## src/rtl/pulse_stretcher.sv

```systemverilog
// Turns single-cycle event pulses into clean output pulses with a guaranteed
// minimum high time and low gap, queuing events that arrive while busy.
module pulse_stretcher #(
    parameter int CLKS_PER_US = 36,
    parameter int HIGH_US     = 1000,
    parameter int LOW_US      = 1000,
    parameter int PEND_W      = 3
) (
    input  logic              clk_36MHz,
    input  logic              reset,
    input  logic              enable,
    input  logic              trigger,
    output logic              out,
    output logic              busy,
    output logic [PEND_W-1:0] pending,
    output logic              overflow
);

    localparam int PS_W   = (CLKS_PER_US > 1) ? $clog2(CLKS_PER_US) : 1;
    localparam int MAX_US = (HIGH_US > LOW_US) ? HIGH_US : LOW_US;
    localparam int US_W   = $clog2(MAX_US + 1);

    localparam logic [PS_W-1:0]   PS_LAST   = PS_W'(CLKS_PER_US - 1);
    localparam logic [US_W-1:0]   HIGH_LAST = US_W'(HIGH_US - 1);
    localparam logic [US_W-1:0]   LOW_LAST  = US_W'(LOW_US - 1);
    localparam logic [PEND_W-1:0] PEND_MAX  = {PEND_W{1'b1}};

    typedef enum logic [1:0] {
        IDLE = 2'd0,
        HIGH = 2'd1,
        LOW  = 2'd2
    } state_t;

    state_t            state;
    state_t            next_state;
    logic [PS_W-1:0]   presc;
    logic [US_W-1:0]   us_cnt;
    logic [PEND_W-1:0] next_pending;
    logic              next_overflow;
    logic              high_done;
    logic              low_done;

    assign high_done = (state == HIGH) && (presc == PS_LAST) && (us_cnt == HIGH_LAST);
    assign low_done  = (state == LOW)  && (presc == PS_LAST) && (us_cnt == LOW_LAST);

    // On the final gap cycle a new trigger and a queued event cancel out:
    // one is consumed by the pulse that starts next, the other stays queued.
    always_comb begin
        next_state    = state;
        next_pending  = pending;
        next_overflow = overflow;
        case (state)
            IDLE: begin
                if (trigger) next_state = HIGH;
            end
            HIGH: begin
                if (trigger) begin
                    if (pending == PEND_MAX) next_overflow = 1'b1;
                    else                     next_pending  = pending + PEND_W'(1);
                end
                if (high_done) next_state = LOW;
            end
            LOW: begin
                if (low_done) begin
                    next_state = (pending != '0 || trigger) ? HIGH : IDLE;
                    if (!trigger && pending != '0) next_pending = pending - PEND_W'(1);
                end else if (trigger) begin
                    if (pending == PEND_MAX) next_overflow = 1'b1;
                    else                     next_pending  = pending + PEND_W'(1);
                end
            end
            default: next_state = IDLE;
        endcase
    end

    always_ff @(posedge clk_36MHz or negedge reset) begin
        if (!reset) begin
            state    <= IDLE;
            out      <= 1'b0;
            busy     <= 1'b0;
            pending  <= '0;
            overflow <= 1'b0;
        end else if (enable) begin
            state    <= next_state;
            out      <= (next_state == HIGH);
            busy     <= (next_state != IDLE);
            pending  <= next_pending;
            overflow <= next_overflow;
        end
    end

    // Timing counters restart on every state entry and idle at zero.
    always_ff @(posedge clk_36MHz or negedge reset) begin
        if (!reset) begin
            presc  <= '0;
            us_cnt <= '0;
        end else if (enable) begin
            if (next_state != state || state == IDLE) begin
                presc  <= '0;
                us_cnt <= '0;
            end else if (presc == PS_LAST) begin
                presc  <= '0;
                us_cnt <= us_cnt + US_W'(1);
            end else begin
                presc <= presc + PS_W'(1);
            end
        end
    end

endmodule
```

## config.mk

```make
export PLATFORM = sky130hd
export DESIGN_NAME = pulse_stretcher
export DESIGN_NICKNAME = d
export VERILOG_FILES = /design/src/rtl/pulse_stretcher.sv
export SDC_FILE = /design/constraint.sdc
export NUM_CORES = 1
export LEC_CHECK = 0
export ABC_CLOCK_PERIOD_IN_PS = 5200
export CAP_MARGIN = 30
export CORE_UTILIZATION = 40
export DETAILED_ROUTE_END_ITERATION = 10
export PLACE_DENSITY = 0.56
export SETUP_SLACK_MARGIN = 0.05
export SLEW_MARGIN = 30
export SYNTH_ARGS = -nofsm -noshare
export SYNTH_HDL_FRONTEND = slang
export SYNTH_SLANG_ARGS = --single-unit
```

## constraint.sdc

```tcl
create_clock -name clk_36MHz -period 5.2 [get_ports clk_36MHz]
set_input_delay 1.04 -clock clk_36MHz [delete_from_list [all_inputs] [get_ports clk_36MHz]]
set_output_delay 1.04 -clock clk_36MHz [all_outputs]
set_load 0.02 [all_outputs]
```

==> results.toml, run 1 <==
[clock_network]
cts_buffers = 3
clk_path_buf_depth = 2
cts.clk_slew.worst_paths_ns = 0.09
cts-root-buf = "clkbuf_8"
numClockSinks = 24
worstSkewPairLatency_ns = 0.27
ctsResizeCount = 0
hold_buffers = 0
htree_levels = 1
cts_tree = "done"
post_cts_buffers = 0

[global_route]
met2_usage_pct = 29.38
grt_pass1_vias = 1322
grt.overflow.total = 0
use_met3_pct = 3.819
grt_pass1_wl_um = 6016
grt_start_max_net_pins = 25
grt_use_met1_pct = 24.02
grt.busiest_layer = "met2"
track_usage_pct = 18.35
antenna_found_initial = 0

[placed_design]
portBuffers = 9
placed_cells = 222
gp_congestion = 0.8168
place_hpwl_um = 2400

[routing]
dr_total_vias = 1330
drc = 0
vias_per_cell = 5.885
ant_nets = 0
drt_wl_total_um = 3389
wl_per_cell_um = 15.00
drt_iter0_drc = 129
drt_pass1_iterations = 4

[synthesis]
synth_area_um2 = 1605
ys_ff_latch = 24
ys_async_sr_fraction_pct = 100.0
synth-compound-area-share_pct = 25.72
yosys.area_share.adder_pct = 7.015
synth_top_family_by_area = "compound AO/OA/AOI/OAI gates"
synth_nets = 182
synth-edff-count = 0
synth.avg_cell_area_um2 = 9.499
synthFlopType = "dfrtp_1"
syn-instance-count = 169
synth-simple-area-share_pct = 21.98
synthMuxAreaShare_pct = 2.494
synth_cell_types = 53
ys_seq_area_share_pct = 37.41
synth_warnings = 0
synthXorXnorAreaFrac_pct = 1.637

[flow_run]
drv_cap = 0

[worst_setup_path]
cp_max_fo = 23
crit_buf_inv = 2
crit_chain = "clkdlybuf4s50_1 > inv_1 > nor2_1 > o211ai_1 > o2bb2ai_1"
startpoint_type = "input port"
max_stage_delay_ns = 0.99
worstSetupEndpointType = "register"
crit_arrival_ns = 3.20
critPathRequiredTime_ns = 5.39
worstSetupPathType = "input port to register"
crit_family = "buffers and inverters"
critPathSlowestCell = "clkdlybuf4s50_1"

[power]
p_seq_share_pct = 36.6
peakVddDrop_v = 0.0001193
powerDensity_nw_per_um2 = 402.6
internal_power_mw = 0.4307
p_sw_mw = 0.2872
switching_share_pct = 40.01
p_total_mw = 0.7179
clock_power_share_pct = 17.7
power_frac_comb_pct = 45.6
total_leakage_power_nw = 0.7345

[floorplanning]
pin_count = 10
num_rows = 22
die_area_um2 = 4271
start_util_pct = 42.88
dieHeight_um = 65.35
core_um2 = 3744
die_x_um = 65.35

[timing]
period_needed_ns = 3.007
fin_skew_ns = 0.01027
timing.fmax_ghz = 0.3326
setup_violations = 0
hold_viol_final = 0
slew_violations = 0
worst_slew_pin_slew_ns = 0.8057
tns_ns = 0
maxSlewHeadroom_pct = 46.12
hold_slack_ns = 0.4839
rsz0062_at_grt = "no"
fin_crit_sh_pct = 57.82

[final_layout]
final_util_pct = 47.63
stdcell_count = 226
layout_commonest_cell = "dfrtp_1"
mostFrequentLayoutCells = "24 x dfrtp_1, 13 x nand2_1, 12 x o21ai_0"
antenna_cells = 0
final_nets = 192
nFillCells = 377
areaGrowthSynthToFinish_pct = 11.07
drive_above_1_share_pct = 8.989

[hold_path]
hp-class = "register to register"

[status]
outcome = "finished, final reports clean"
-- metrics by stage --
step / setup WS, ns / instance area [um^2]
CTS: 2.231 / 1783
global route: 2.053 / 1783
detailed placement: 1.947 / 1728
finish: 2.193 / 1783
global placement: 2.095 / 1733
floorplan: 3.004 / 1605
-- layer usage --
layer  part of all wire (%)  vias to the layer above
li1                       -                      658
met2                     46                       37
met1                     48                      627
met3                    4.2                        8
met5                      0                        -
met4                    2.0                        0
-- cell usage after synthesis, drive strengths merged, types with 2 or more instances --
master   instances  area share, %
o2bb2ai          4            2.2
nor3b            4            1.9
o211ai           4            1.9
nand3            5            1.6
inv             10            2.3
nand2           13            3.0
a21oi            9            3.0
nand4            3            1.2
and4             3            1.8
and3             3            1.2
mux2i            4            2.5
nand4b           2            1.1
xor2             2            1.1
nor2            11            3.2
nor3             2           0.62
o31ai            7            4.2
nor2b            4            1.6
ha               9            7.0
or3              2           0.78
o21ai           17            6.0
dfrtp           24             37
a31oi            2           0.78
clkbuf           3           0.70
-- worst paths after layout --
kind	slack [ns]	cells after the start	endpoint	start
max in group asynchronous	4.08	1	us_cnt[4]	reset
hold / removal	0.48	1	overflow	overflow
setup / recovery	2.19	5	out	enable
min in group asynchronous	0.75	1	us_cnt[8]	reset
setup reg to reg	2.88	7	us_cnt[3]	state[0]
hold reg to reg	0.48	1	overflow	overflow
-- power by group through the flow --
stage,registers [mW],clock network [mW],logic (mW)
global route,0.269,0.143,0.365
finish,0.263,0.127,0.328
floorplan,0.284,0,0.203
global placement,0.266,0,0.321
CTS,0.263,0.135,0.326
detailed placement,0.266,0,0.324
-- cell families after synthesis --
kind of cell | count (synthesis)
buffers and inverters | 14
AND/OR/NAND/NOR | 59
AO/OA/AOI/OAI | 56
flip-flops | 24
multiplexers | 4
XOR/XNOR | 3
adder cells (fa/ha/maj) | 9
-- worst reg2reg max path: stages (launching register included) --
cell	delay (ns)
dfrtp_1	0.53
inv_1	0.15
ha_1	0.31
nor2_1	0.25
o31a_1	0.38
nor2_4	0.11
nor2_2	0.29
o221ai_1	0.17
-- flip-flops by register name, indices dropped and copies added (netlist names) --
name	flops
overflow	1
out	1
busy	1
us_cnt	10
presc	6
state	2
pending	3
-- cell type report --
class	count	area, um^2	share of cell area (%)
sequential	24	600.6	33.68
multi-input combinational	131	944.7	52.98
tap	48	60.06	3.368
clock buffer	4	55.05	3.088
timing repair buffer	9	85.08	4.772
inverter	10	37.54	2.105
Power figures use the tool's default switching activity.
==> run 2, diff against run 1 <==
- ABC_CLOCK_PERIOD_IN_PS: 5200 -> 2550
- PLACE_DENSITY: 0.56 -> 0.59
- clock period: 5.2 -> 2.55 ns (I/O delays scaled with it)
==> results.toml, run 2 (synthesis gave the netlist of run 1 again) <==
[worst_setup_path]
worstSetupPathType = "register to register"
crit-reg2reg-launch = "state[0]"
worstSetupEndpointType = "register"
crit_path_start = "state[0]"
critPathRequiredTime_ns = 2.69
startpoint_type = "register"
cp_max_fo = 9
reg2reg_slack_ns = 0.28
crit_end = "us_cnt[3]"
crit_arrival_ns = 2.40
r2r_end = "us_cnt[3]"
reg2reg_depth = 7

[global_route]
grt_pass1_vias = 1302
grt_pass1_wl_um = 5954
track_usage_pct = 17.99
grt_start_max_net_pins = 25
antenna_found_initial = 0
grt.overflow.total = 0

[clock_network]
cts.clk_slew.worst_paths_ns = 0.09
clk_path_buf_depth = 2
cts_tree = "done"
cts_buffers = 3
hold_buffers = 0
cts-root-buf = "clkbuf_8"
post_cts_buffers = 0
numClockSinks = 24
worstSkewPairLatency_ns = 0.27
htree_levels = 1
ctsResizeCount = 0

[timing]
fin_crit_sh_pct = 88.97
tns_ns = 0
timing.fmax_ghz = 0.4408
maxSlewHeadroom_pct = 66.04
hold_viol_final = 0
worst_slew_pin_slew_ns = 0.5075
slew_violations = 0
setup_violations = 0
rsz0062_at_grt = "no"
fin_skew_ns = 0.003261
period_needed_ns = 2.269

[placed_design]
gp_congestion = 0.8345
place_hpwl_um = 2564
placed_cells = 225
portBuffers = 9

[routing]
drt_wl_total_um = 3476
vias_per_cell = 5.934
drt_iter0_drc = 71
drt_pass1_iterations = 5
drc = 0
wl_per_cell_um = 15.18
dr_total_vias = 1359
ant_nets = 0

[floorplanning]
die_area_um2 = 4271
core_um2 = 3744
num_rows = 22
start_util_pct = 42.88
die_x_um = 65.35
pin_count = 10
dieHeight_um = 65.35

[final_layout]
antenna_cells = 0
layout_commonest_cell = "dfrtp_1"
final_nets = 195
largest_register_ffs = 10
final_util_pct = 48.36
reg_top3 = "us_cnt x10, presc x6, pending x3"
stdcell_count = 229
drive_above_1_share_pct = 9.945
mostFrequentLayoutCells = "24 x dfrtp_1, 13 x nand2_1, 12 x o21ai_0"
top_register = "us_cnt"
areaGrowthSynthToFinish_pct = 12.78

[power]
total_leakage_power_nw = 0.7489
peakVddDrop_v = 0.0002884
powerDensity_nw_per_um2 = 808.4
p_total_mw = 1.464

[flow_run]
drv_cap = 0

[hold_path]
hp-class = "register to register"

[status]
outcome = "finished, final reports clean"
run 2: where the power goes:
part	switching (mW)	total [mW]	internal (mW)	leakage (nW)
sequential	0.0814	0.532	0.450	0.322
clock	0.124	0.262	0.138	0.0288
combinational	0.375	0.669	0.294	0.398
run 2: how the worst min path moves through the flow:
stage | startpoint | depth (start not counted) | to
final | overflow | 1 | overflow
after global routing | overflow | 1 | overflow
after CTS | overflow | 1 | overflow
after detailed placement | overflow | 1 | overflow
after global placement | overflow | 1 | overflow
after floorplan | reset | 0 | busy
run 2: worst max-delay path, cell delays in order (launching register included):
cell,delay [ns]
dfrtp_1,0.52
inv_1,0.15
ha_1,0.30
nor2_1,0.21
o31a_1,0.40
nor2_4,0.11
nor2_2,0.27
o221ai_1,0.17
run 2: stage by stage:
step                      setup slack [ns]  cell area (um^2)  hold slack [ns]
after CTS                           0.3097              1810           0.4839
after floorplan                     0.6427              1605           0.2144
final                               0.2812              1810           0.4771
after global placement              0.2745              1755           0.4556
after global routing               0.07265              1810           0.5144
after detailed placement            0.2061              1755           0.4634
run 2: per-layer routing:
| metal | track usage (%) | share of wire, % | up-vias |
|---|---|---|---|
| met4 | 4.891 | 0.78 | 0 |
| met2 | 33.51 | 52 | 20 |
| li1 | - | - | 671 |
| met5 | 0 | 0 | - |
| met1 | 21.50 | 45 | 664 |
| met3 | 2.083 | 2.5 | 4 |
run 2: layout make-up:
type	instances	area (um^2)
sequential	24	600.6
inverter	10	37.54
clock buffer	4	55.05
multi-input combinational	131	944.7
timing repair buffer	12	112.6
fill	364	1933
tap	48	60.06
